<file path="src/rtl/ram_access_scheduler_if.sv">
// ---------------------------------------------------------------------------
// ram_access_scheduler_if
//   Groups the chipset bus, the image-loader port and the RAM controller
//   handshake that the RAM access scheduler arbitrates.
//
//   Handshake rules:
//     - ram_request is raised by the scheduler and held, together with
//       ram_write/ram_refresh/ram_address/ram_write_data, until the RAM
//       controller answers with a one-cycle ram_done pulse (read data valid
//       with ram_done). ram_request falls the cycle after ram_done.
//     - load_request is a level held by the loader until it sees the
//       one-cycle load_ack pulse.
//     - memory_access_ready low means the bus must insert wait states.
//
//   Modports:
//     master : the scheduler (drives RAM requests, ready, read data, ack)
//     slave  : the environment (bus, loader and RAM controller side)
// ---------------------------------------------------------------------------
interface ram_access_scheduler_if #(
    parameter int ADDR_WIDTH = 20
);
    // chipset bus side
    logic [ADDR_WIDTH-1:0] address;
    logic [7:0]            internal_data_bus;
    logic                  memory_read_n;
    logic                  memory_write_n;
    logic                  ram_address_select_n;
    logic                  memory_access_ready;
    logic [7:0]            bus_read_data;
    // image loader side
    logic                  load_request;
    logic [ADDR_WIDTH-1:0] load_address;
    logic [7:0]            load_data;
    logic                  load_ack;
    // RAM controller side
    logic                  ram_request;
    logic                  ram_write;
    logic                  ram_refresh;
    logic [ADDR_WIDTH-1:0] ram_address;
    logic [7:0]            ram_write_data;
    logic [7:0]            ram_read_data;
    logic                  ram_done;
    // status
    logic                  refresh_overrun;

    modport master (
        input  address, internal_data_bus, memory_read_n, memory_write_n,
               ram_address_select_n, load_request, load_address, load_data,
               ram_read_data, ram_done,
        output memory_access_ready, bus_read_data, load_ack, ram_request,
               ram_write, ram_refresh, ram_address, ram_write_data,
               refresh_overrun
    );

    modport slave (
        output address, internal_data_bus, memory_read_n, memory_write_n,
               ram_address_select_n, load_request, load_address, load_data,
               ram_read_data, ram_done,
        input  memory_access_ready, bus_read_data, load_ack, ram_request,
               ram_write, ram_refresh, ram_address, ram_write_data,
               refresh_overrun
    );
endinterface

</file>
<file path="src/rtl/ram_access_scheduler.sv">
// ---------------------------------------------------------------------------
// ram_access_scheduler
//   Shares the single chipset RAM port between bus memory cycles, the ioctl
//   image loader and periodic refresh. Each access is sequenced through the
//   request/done handshake with the RAM controller; memory_access_ready holds
//   the bus in wait states until its access has completed.
//
//   Ports:
//     clock       in   chipset clock, all state on the rising edge
//     reset_n     in   asynchronous active-low reset
//     sif         --   bus / loader / RAM controller signals (master modport)
//     o_dbg_state out  current FSM state (IDLE=0, BUS_ACC=1, LOAD_ACC=2,
//                      REFRESH=3, BUS_HOLD=4)
// ---------------------------------------------------------------------------
module ram_access_scheduler #(
    parameter int ADDR_WIDTH       = 20,
    parameter int REFRESH_INTERVAL = 390
) (
    input  logic                        clock,
    input  logic                        reset_n,
    ram_access_scheduler_if.master      sif,
    output logic [2:0]                  o_dbg_state
);

    localparam int CW = (REFRESH_INTERVAL > 2) ? $clog2(REFRESH_INTERVAL) : 1;

    typedef enum logic [2:0] {
        S_IDLE     = 3'd0,
        S_BUS_ACC  = 3'd1,
        S_LOAD_ACC = 3'd2,
        S_REFRESH  = 3'd3,
        S_BUS_HOLD = 3'd4
    } state_t;

    state_t                r_state;
    state_t                w_state_nx;
    logic                  r_bus_req_prev;
    logic                  r_bus_pending;
    logic [CW-1:0]         r_refresh_cnt;
    logic                  r_refresh_pending;
    logic                  r_refresh_overrun;
    logic                  r_ram_request;
    logic                  r_ram_write;
    logic                  r_ram_refresh;
    logic [ADDR_WIDTH-1:0] r_ram_address;
    logic [7:0]            r_ram_write_data;
    logic [7:0]            r_bus_read_data;
    logic                  r_load_ack;

    logic                  w_bus_req;
    logic                  w_bus_req_rise;
    logic                  w_wrap;
    logic                  w_in_access;
    logic                  w_done;
    logic                  w_grant;

    assign w_bus_req = ~sif.ram_address_select_n &
                       (~sif.memory_read_n | ~sif.memory_write_n);
    // Gated by reset_n so ready reads 1 while reset is held, even if a
    // strobe is already active.
    assign w_bus_req_rise = w_bus_req & ~r_bus_req_prev & reset_n;
    assign w_wrap = (r_refresh_cnt == CW'(REFRESH_INTERVAL - 1));
    assign w_in_access = (r_state == S_BUS_ACC) || (r_state == S_LOAD_ACC) ||
                         (r_state == S_REFRESH);
    // ram_request is only ever high inside an access state, so this also
    // discards stray done pulses seen in IDLE/BUS_HOLD.
    assign w_done = sif.ram_done & r_ram_request;
    assign w_grant = (r_state == S_IDLE) && (w_state_nx != S_IDLE);

    // Next-state logic
    always_comb begin
        w_state_nx = r_state;
        case (r_state)
            S_IDLE: begin
                if (r_refresh_pending)
                    w_state_nx = S_REFRESH;
                else if (r_bus_pending)
                    w_state_nx = S_BUS_ACC;
                // While the ack pulse is out the loader has not yet dropped
                // its level request; do not serve it a second time.
                else if (sif.load_request && !r_load_ack)
                    w_state_nx = S_LOAD_ACC;
            end
            S_BUS_ACC:  if (w_done) w_state_nx = S_BUS_HOLD;
            S_LOAD_ACC: if (w_done) w_state_nx = S_IDLE;
            S_REFRESH:  if (w_done) w_state_nx = S_IDLE;
            S_BUS_HOLD: if (sif.memory_read_n && sif.memory_write_n) w_state_nx = S_IDLE;
            default:    w_state_nx = S_IDLE;
        endcase
    end

    // State register
    always_ff @(posedge clock or negedge reset_n) begin
        if (!reset_n)
            r_state <= S_IDLE;
        else
            r_state <= w_state_nx;
    end

    // Bus cycle detection
    always_ff @(posedge clock or negedge reset_n) begin
        if (!reset_n) begin
            r_bus_req_prev <= 1'b0;
            r_bus_pending  <= 1'b0;
        end else begin
            r_bus_req_prev <= w_bus_req;
            if (w_bus_req_rise)
                r_bus_pending <= 1'b1;
            else if (r_state == S_BUS_ACC && w_done)
                r_bus_pending <= 1'b0;
        end
    end

    // Refresh timer
    always_ff @(posedge clock or negedge reset_n) begin
        if (!reset_n) begin
            r_refresh_cnt     <= '0;
            r_refresh_pending <= 1'b0;
            r_refresh_overrun <= 1'b0;
        end else begin
            r_refresh_cnt <= w_wrap ? '0 : r_refresh_cnt + CW'(1);
            if (w_wrap) begin
                r_refresh_pending <= 1'b1;
                // A refresh completing on the wrap cycle was served in time.
                if (r_refresh_pending && !(r_state == S_REFRESH && w_done))
                    r_refresh_overrun <= 1'b1;
            end else if (r_state == S_REFRESH && w_done) begin
                r_refresh_pending <= 1'b0;
            end
        end
    end

    // RAM request and access attributes; attributes are captured at grant so
    // they stay stable for the whole access even if the strobe moves.
    always_ff @(posedge clock or negedge reset_n) begin
        if (!reset_n) begin
            r_ram_request    <= 1'b0;
            r_ram_write      <= 1'b0;
            r_ram_refresh    <= 1'b0;
            r_ram_address    <= '0;
            r_ram_write_data <= '0;
            r_bus_read_data  <= '0;
            r_load_ack       <= 1'b0;
        end else begin
            r_ram_request <= w_in_access && !w_done;
            r_load_ack    <= (r_state == S_LOAD_ACC) && w_done;
            if (r_state == S_BUS_ACC && w_done && !r_ram_write)
                r_bus_read_data <= sif.ram_read_data;
            if (w_grant) begin
                case (w_state_nx)
                    S_BUS_ACC: begin
                        r_ram_write      <= ~sif.memory_write_n;
                        r_ram_refresh    <= 1'b0;
                        r_ram_address    <= sif.address;
                        r_ram_write_data <= sif.internal_data_bus;
                    end
                    S_LOAD_ACC: begin
                        r_ram_write      <= 1'b1;
                        r_ram_refresh    <= 1'b0;
                        r_ram_address    <= sif.load_address;
                        r_ram_write_data <= sif.load_data;
                    end
                    default: begin
                        r_ram_write      <= 1'b0;
                        r_ram_refresh    <= 1'b1;
                        r_ram_address    <= '0;
                        r_ram_write_data <= '0;
                    end
                endcase
            end
        end
    end

    assign sif.memory_access_ready = ~(w_bus_req_rise | r_bus_pending);
    assign sif.bus_read_data       = r_bus_read_data;
    assign sif.load_ack            = r_load_ack;
    assign sif.ram_request         = r_ram_request;
    assign sif.ram_write           = r_ram_write;
    assign sif.ram_refresh         = r_ram_refresh;
    assign sif.ram_address         = r_ram_address;
    assign sif.ram_write_data      = r_ram_write_data;
    assign sif.refresh_overrun     = r_refresh_overrun;
    assign o_dbg_state             = r_state;

endmodule

</file>
<file path="src/flat_wrapper.sv">
// flat-port wrapper written by rule: the top's interface ports become plain ports
module ram_access_scheduler_flat 
#(
    parameter int ADDR_WIDTH       = 20,
    parameter int REFRESH_INTERVAL = 390
)
  (clock, reset_n, o_dbg_state, sif_address, sif_internal_data_bus, sif_memory_read_n, sif_memory_write_n, sif_ram_address_select_n, sif_load_request, sif_load_address, sif_load_data, sif_ram_read_data, sif_ram_done, sif_memory_access_ready, sif_bus_read_data, sif_load_ack, sif_ram_request, sif_ram_write, sif_ram_refresh, sif_ram_address, sif_ram_write_data, sif_refresh_overrun);
  ram_access_scheduler_if #(.ADDR_WIDTH(ADDR_WIDTH)) sif_i ();
  input  logic clock;
  input  logic reset_n;
  output logic [2:0] o_dbg_state;
  input wire logic [$bits(sif_i.address)-1:0] sif_address;
  input wire logic [$bits(sif_i.internal_data_bus)-1:0] sif_internal_data_bus;
  input wire logic [$bits(sif_i.memory_read_n)-1:0] sif_memory_read_n;
  input wire logic [$bits(sif_i.memory_write_n)-1:0] sif_memory_write_n;
  input wire logic [$bits(sif_i.ram_address_select_n)-1:0] sif_ram_address_select_n;
  input wire logic [$bits(sif_i.load_request)-1:0] sif_load_request;
  input wire logic [$bits(sif_i.load_address)-1:0] sif_load_address;
  input wire logic [$bits(sif_i.load_data)-1:0] sif_load_data;
  input wire logic [$bits(sif_i.ram_read_data)-1:0] sif_ram_read_data;
  input wire logic [$bits(sif_i.ram_done)-1:0] sif_ram_done;
  output wire logic [$bits(sif_i.memory_access_ready)-1:0] sif_memory_access_ready;
  output wire logic [$bits(sif_i.bus_read_data)-1:0] sif_bus_read_data;
  output wire logic [$bits(sif_i.load_ack)-1:0] sif_load_ack;
  output wire logic [$bits(sif_i.ram_request)-1:0] sif_ram_request;
  output wire logic [$bits(sif_i.ram_write)-1:0] sif_ram_write;
  output wire logic [$bits(sif_i.ram_refresh)-1:0] sif_ram_refresh;
  output wire logic [$bits(sif_i.ram_address)-1:0] sif_ram_address;
  output wire logic [$bits(sif_i.ram_write_data)-1:0] sif_ram_write_data;
  output wire logic [$bits(sif_i.refresh_overrun)-1:0] sif_refresh_overrun;
  assign sif_i.address = sif_address;
  assign sif_i.internal_data_bus = sif_internal_data_bus;
  assign sif_i.memory_read_n = sif_memory_read_n;
  assign sif_i.memory_write_n = sif_memory_write_n;
  assign sif_i.ram_address_select_n = sif_ram_address_select_n;
  assign sif_i.load_request = sif_load_request;
  assign sif_i.load_address = sif_load_address;
  assign sif_i.load_data = sif_load_data;
  assign sif_i.ram_read_data = sif_ram_read_data;
  assign sif_i.ram_done = sif_ram_done;
  assign sif_memory_access_ready = sif_i.memory_access_ready;
  assign sif_bus_read_data = sif_i.bus_read_data;
  assign sif_load_ack = sif_i.load_ack;
  assign sif_ram_request = sif_i.ram_request;
  assign sif_ram_write = sif_i.ram_write;
  assign sif_ram_refresh = sif_i.ram_refresh;
  assign sif_ram_address = sif_i.ram_address;
  assign sif_ram_write_data = sif_i.ram_write_data;
  assign sif_refresh_overrun = sif_i.refresh_overrun;
  ram_access_scheduler #(.ADDR_WIDTH(ADDR_WIDTH), .REFRESH_INTERVAL(REFRESH_INTERVAL)) u_core (.clock(clock), .reset_n(reset_n), .sif(sif_i), .o_dbg_state(o_dbg_state));
endmodule
</file>
<file path="config.mk">
export PLATFORM = sky130hd
export DESIGN_NAME = ram_access_scheduler_flat
export DESIGN_NICKNAME = d
export VERILOG_FILES = /design/src/rtl/ram_access_scheduler_if.sv /design/src/rtl/ram_access_scheduler.sv /design/src/flat_wrapper.sv
export SDC_FILE = /design/constraint.sdc
export NUM_CORES = 1
export LEC_CHECK = 0
export CAP_MARGIN = 0
export CORE_MARGIN = 2
export CORE_UTILIZATION = 25
export CTS_CLUSTER_DIAMETER = 200
export DETAILED_ROUTE_END_ITERATION = 8
export PLACE_DENSITY = 0.55
export SKIP_CTS_REPAIR_TIMING = 1
export SLEW_MARGIN = 40
export SYNTH_ARGS = -nofsm -noshare
export SYNTH_HDL_FRONTEND = slang
export SYNTH_SLANG_ARGS = --single-unit
</file>
<file path="constraint.sdc">
create_clock -name clock -period 4.3 [get_ports clock]
set_clock_uncertainty 0.15 [all_clocks]
set_input_delay 1.29 -clock clock [delete_from_list [all_inputs] [get_ports clock]]
set_output_delay 1.29 -clock clock [all_outputs]
set_load 0.005 [all_outputs]
</file>
; ---- Yosys cells after proc, flatten, opt, wreduce, memory -nomap -nowiden
; Cells that the tools add are included.
[classes]
add_sub_neg = 1
n_mul = 0
n_div = 0
order_cmp = 0
eq_ne = 7
n_shift = 0
muxes = 16
bitwise_logic = 11
reduce_logical = 22
[ops]
columns = op, count
row1 = 20-bit one-hot mux with 2 select lines, 1
row2 = 3-bit 2-to-1 mux, 6
row3 = 8-bit one-hot mux with 2 select lines, 1
row4 = 3-bit one-hot mux with 4 select lines, 1
row5 = 9-bit by 1-bit adder with 9-bit output (second input constant), 1
row6 = 3-bit by 2-bit == test with 1-bit output (second input constant), 3
row7 = 9-bit == test (second input constant), 1
row8 = 1-bit logical AND, 9
row9 = 9-bit 2-to-1 mux, 1
row10 = 3-bit by 1-bit == test with 1-bit output (second input constant), 2
row11 = 1-bit 2-to-1 mux, 5
row12 = 1-bit inverter, 5
row13 = 1-bit bitwise AND, 4
row14 = 1-bit logical NOT, 4
row15 = 2-bit nonzero test, 2
row16 = 2-bit OR reduction, 2
row17 = 3-bit == test (second input constant), 1
row18 = 3-bit logical NOT, 1
row19 = 3-bit nonzero test, 1
row20 = 1-bit logical OR, 2
row21 = 1-bit bitwise OR, 2
row22 = 1-bit one-hot mux with 2 select lines, 1
row23 = 2-bit AND reduction, 1
[word_totals]
regBits = 56
latch_bits = 0
ram_bits = 0
mem_bits_ro = 0
inputBits = 71
out_inout_bits = 45
n_memories = 0

; ---- Depth between registers and ports, before layout
[logic_depth]
depth_word = 9
mapped_depth = 6

; ---- Worst setup path after synthesis
; OpenSTA, ideal clock, no wires.
[synth_path]
path_kind = input-to-output
startpoint = input sif_memory_read_n
endpoint = output sif_memory_access_ready
arrival_time_ns = 1.672
required_ns = 2.860
slack_ns = 1.188
path_stages = 3
path_buffers = 0
cell_sequence = a21oi_1 -> nand3b_1 -> nor2b_1
[synth_between]
elab_chain_len = 7
[synth_rtl]
columns = item, line
row1 = start: declaration, flat_wrapper.sv:14  ; input wire logic [$bits(sif_i.memory_read_n)-1:0] sif_memory_read_n;
row2 = 1-bit inverter, ram_access_scheduler.sv:58  ; (~sif.memory_read_n | ~sif.memory_write_n);
row3 = 1-bit bitwise OR, ram_access_scheduler.sv:58
row4 = 1-bit bitwise AND, ram_access_scheduler.sv:57  ; assign w_bus_req = ~sif.ram_address_select_n &
row5 = 1-bit bitwise AND (2 in a row), ram_access_scheduler.sv:61  ; assign w_bus_req_rise = w_bus_req & ~r_bus_req_prev & reset_n;
row6 = 1-bit bitwise OR, ram_access_scheduler.sv:174  ; assign sif.memory_access_ready = ~(w_bus_req_rise | r_bus_pending);
row7 = 1-bit inverter, ram_access_scheduler.sv:174
row8 = end: declaration, flat_wrapper.sv:22  ; output wire logic [$bits(sif_i.memory_access_ready)-1:0] sif_memory_access_ready;
; Every way passes these cells.

; ---- Final worst setup path
[layout_path]
startpoint = input sif_memory_write_n
endpoint = output sif_memory_access_ready
[layout_between]
elab_chain_len = 7
[layout_rtl]
columns = item, line
row1 = start: declaration, flat_wrapper.sv:15  ; input wire logic [$bits(sif_i.memory_write_n)-1:0] sif_memory_write_n;
row2 = 1-bit inverter, ram_access_scheduler.sv:58
row3 = 1-bit bitwise OR, ram_access_scheduler.sv:58
row4 = 1-bit bitwise AND, ram_access_scheduler.sv:57
row5 = named net u_core.w_bus_req, ram_access_scheduler.sv:50  ; logic w_bus_req;
row6 = 1-bit bitwise AND (2 in a row), ram_access_scheduler.sv:61
row7 = 1-bit bitwise OR, ram_access_scheduler.sv:174
row8 = 1-bit inverter, ram_access_scheduler.sv:174
; The timed path passes the listed nets, and every way through them passes these cells.

==> results.txt <==
- For this run, design rule violations remaining after detail routing come to 0.
- Of the cells placed in the final design, the portion with a size suffix greater than 1 is 0.0764.
- Clock-pin slew reported for the worst setup and hold paths after clock tree synthesis: 0.10 ns
- The detail route stage leaves a number of antenna-violating nets equal to 0.
- Clock network power share: 0.134
- Data arrival at the endpoint of the critical path: 2.66 ns
- FILL cells: 952
* Placer's final routability congestion estimate: 0.782
- After layout, the minimum clock period comes to 4.10 ns.
- Counting flops with a built-in enable in the synthesized netlist gives 0.
* Worst skew pair latency: 0.30 ns
* Clock root buffer master: sky130_fd_sc_hd__clkbuf_8
* Combinational group share of total power: 0.477
- Type of the worst min-delay path: register to register
- Smallest setup slack after layout: 0.201 ns
- Sequential cell area: 1400 um2
- In this run the power density over the cells is 587 nW/um2.
* Origin of the worst min-delay path: u_core.r_refresh_cnt[8]
- The flow ran to the end, and the final reports show no timing, DRC or antenna violations.
- The internal power of the cells totals 0.00149 W.
- RSZ-0062 raised after global routing: false
- After the first detailed-routing iteration, the DRC count stood at 81.
- ANT cells: 0
- Switching power summed over all nets: 0.000755 W
- Number of antenna violations at the first check in global routing: 0
- Achievable clock frequency: 0.244 GHz
- Start point of the critical path: sif_memory_write_n
- Kind of launch point of the worst setup path: primary input
* Vias in the first global route: 2180
- Post-Route Setup TNS: 0 ns
* Proportion of power drawn by flip-flops and latches: 0.389
- Worst setup path endpoint: sif_memory_access_ready
* Netlist area before placement: 2470 um2
- Nets: 386
- For this design, the sink count on the clock tree is 56.
* Largest fanout of any net on the critical path: 3
- The count of pins over their slew limit is 0.
- In this run the tool buffered the top-level ports with 115 buffer cells.
- From left edge to right edge, the die measures 103 um.
- The library cell used most frequently in the layout, excluding fill and tap cells, is sky130_fd_sc_hd__clkdlybuf4s50_1.
* Startpoint of the most critical register-to-register path: u_core.o_dbg_state[2]
- For this run, global-route usage on met1 was measured as 0.171.
- Gr ovfl total: 0
- The H-tree was split into 2 levels.
- Area occupied by multi-input gates: 973 um2
* Setup Crit Path Kind: primary input to output port
- In the global route stage, met2 resource usage came out at 0.214.
- Setup violations remaining at the end of the flow were counted as 0.
- Maximum number of pins on one net before global-route repair: 57
- Area enclosed by the die boundary: 10700 um2
- Global Route met3 Usage: 0.0417
* Routed Wire Length: 7.19 mm
* First-pass GRT wire length: 11.0 mm
- During I/O placement, the number of pins put on the boundary was 116.
- Num CTS Buffers: 5
- The floorplan step set the die height to 103 um.
- For this run, the detailed router's first-pass iteration total came to 5.
- The core region is 9680 um2.
- Headroom to the max-slew limit came out at 0.517.
- The final count of hold timing violations is 0.
- Clock buffer depth: 2
- Counting flops and latches in the post-synthesis netlist gives 56.
- In the synthesized netlist the async set-or-reset flop fraction comes to 1.00.
- During synthesis, Yosys emitted a total of 0 warnings.
* Via count of the routed design: 2142
* Syn Nets: 273
* Most used DFF post-synth: sky130_fd_sc_hd__dfrtp_1
- For this run, the total global-route usage over all layers was measured as 0.131.
- Prior to clock tree synthesis, the placed netlist has a worst setup slack of 0.209 ns.
* Leakage power: 1.66 nW
- STA puts the critical path data required time at 2.86 ns.
- Dividing the synthesized area by the synthesized cell count gives 12.4 um2.
- The number of different library cells used by synthesis comes to 31.
* Setup slack, reg-to-reg: 1.59 ns
* Total half-perimeter wirelength after legalization and detailed placement: 4.96 mm
- Wirelength per Cell: 16.1 um
- Maximum resistive drop on vdd: 243 uV
- Peak-usage layer in the global routing report: met2
* Area added between synthesis and finish: 54.6%
- Slew @ Worst Pin: 0.724 ns
- Type of element capturing the critical path: output port
- In the routed layout, each cell is associated on average with a via count of 4.79.
* Switching share of power: 0.337
- Starting density of the core: 0.255
* Clock tree from TritonCTS: yes
- The top cell types in the final layout, fill and taps aside, are 114 x sky130_fd_sc_hd__clkdlybuf4s50_1, 56 x sky130_fd_sc_hd__dfrtp_1, 30 x sky130_fd_sc_hd__and3_1.
* Sequential fraction of the synthesis area: 0.567
* R2R Path End: u_core.sif.ram_address[1]
* R2R cell count: 5
- Max-cap violation count: 0
- Dividing the final minimum period by the clock period gives 0.953.
- Number of placement rows: 36
* Synthesized instance count: 200
## flip-flops by register name, indices dropped and copies added (netlist names)
name                        flops
u_core.sif.load_ack             1
u_core.r_bus_pending            1
u_core.sif.ram_write            1
u_core.o_dbg_state              3
u_core.sif.ram_address         20
u_core.r_refresh_pending        1
u_core.sif.bus_read_data        8
u_core.sif.ram_refresh          1
u_core.sif.refresh_overrun      1
u_core.sif.ram_write_data       8
u_core.r_refresh_cnt            9
u_core.r_bus_req_prev           1
u_core.sif.ram_request          1
## layer usage
layer / vias to the layer above / wire [um]
met5: - / 0
met4: 0 / 25
met3: 2 / 668
met2: 86 / 3250
met1: 1066 / 3250
li1: 988 / -
## power groups by stage
stage / sequential, W / combinational (W) / clock, W
6_report: 0.000872 / 0.00107 / 0.000302
5_1_grt: 0.000902 / 0.00117 / 0.000334
4_1_cts: 0.000876 / 0.00108 / 0.000314
3_5_place_dp: 0.000884 / 0.00108 / 0
3_3_place_gp: 0.000880 / 0.00107 / 0
2_1_floorplan: 0.000865 / 0.000544 / 0
## area by class of cell
class                           count  share of cell area
Sequential cell                    56               0.367
Timing Repair Buffer              119               0.308
Multi-Input combinational cell    127               0.255
Tap cell                          133              0.0435
Clock buffer                        8              0.0236
Inverter                            4             0.00393
## critical path, stage by stage
cell                              delay (ns)
sky130_fd_sc_hd__clkdlybuf4s50_1        0.51
sky130_fd_sc_hd__a21oi_1                0.10
sky130_fd_sc_hd__nand3b_1               0.10
sky130_fd_sc_hd__nor2b_1                0.14
sky130_fd_sc_hd__clkdlybuf4s50_1        0.51
## synthesized netlist by cell type (2+ instances only)
library cell                n  area share
sky130_fd_sc_hd__a21oi_1    7       0.014
sky130_fd_sc_hd__a221o_1   28        0.11
sky130_fd_sc_hd__and3_1    30       0.076
sky130_fd_sc_hd__buf_2      3      0.0061
sky130_fd_sc_hd__buf_4      2      0.0061
sky130_fd_sc_hd__buf_6      4       0.018
sky130_fd_sc_hd__clkbuf_1   4      0.0061
sky130_fd_sc_hd__dfrtp_1   56        0.57
sky130_fd_sc_hd__ha_1       2       0.010
sky130_fd_sc_hd__inv_1      4      0.0061
sky130_fd_sc_hd__mux2_2     8       0.036
sky130_fd_sc_hd__nand2_1    6      0.0091
sky130_fd_sc_hd__nand3_1    4      0.0081
sky130_fd_sc_hd__nand3b_1   2      0.0061
sky130_fd_sc_hd__nand4_1    3      0.0076
sky130_fd_sc_hd__nor2_1     8       0.012
sky130_fd_sc_hd__nor2b_1    4       0.010
sky130_fd_sc_hd__nor3_4     2       0.013
sky130_fd_sc_hd__o21ai_0    7       0.014
sky130_fd_sc_hd__or3_1      2      0.0051
sky130_fd_sc_hd__xnor2_1    4       0.014
## cells by family after synthesis
group,share of synthesized area
adder cells (fa/ha/maj),0.0101
multiplexers,0.0405
flip-flops,0.567
AO/OA/AOI/OAI,0.157
buffers and inverters,0.0425
AND/OR/NAND/NOR,0.165
XOR/XNOR,0.0177
## through the flow
| stage | std cells | cell area [um2] | hold slack (ns) | power, W | util |
|---|---|---|---|---|---|
| final | 447 | 3820 | 0.322 | 0.00224 | 0.395 |
| after CTS | 447 | 3820 | 0.328 | 0.00227 | 0.395 |
| after detailed placement | 439 | 3730 | 0.312 | 0.00196 | 0.385 |
| after global placement | 439 | 3730 | 0.311 | 0.00195 | 0.385 |
| after global routing | 447 | 3820 | 0.352 | 0.00241 | 0.395 |
| after floorplan | 200 | 2470 | 0.289 | 0.00141 | - |
## worst min-delay path by stage
stage	end	cells past startpoint
final	u_core.r_refresh_cnt[8]	1
after detailed placement	u_core.r_refresh_cnt[8]	1
after global placement	u_core.r_refresh_cnt[8]	1
after global routing	u_core.r_refresh_cnt[8]	1
after CTS	u_core.r_refresh_cnt[8]	1
after floorplan	u_core.r_refresh_cnt[8]	1
Note: power is estimated with default switching activity, not from simulation.
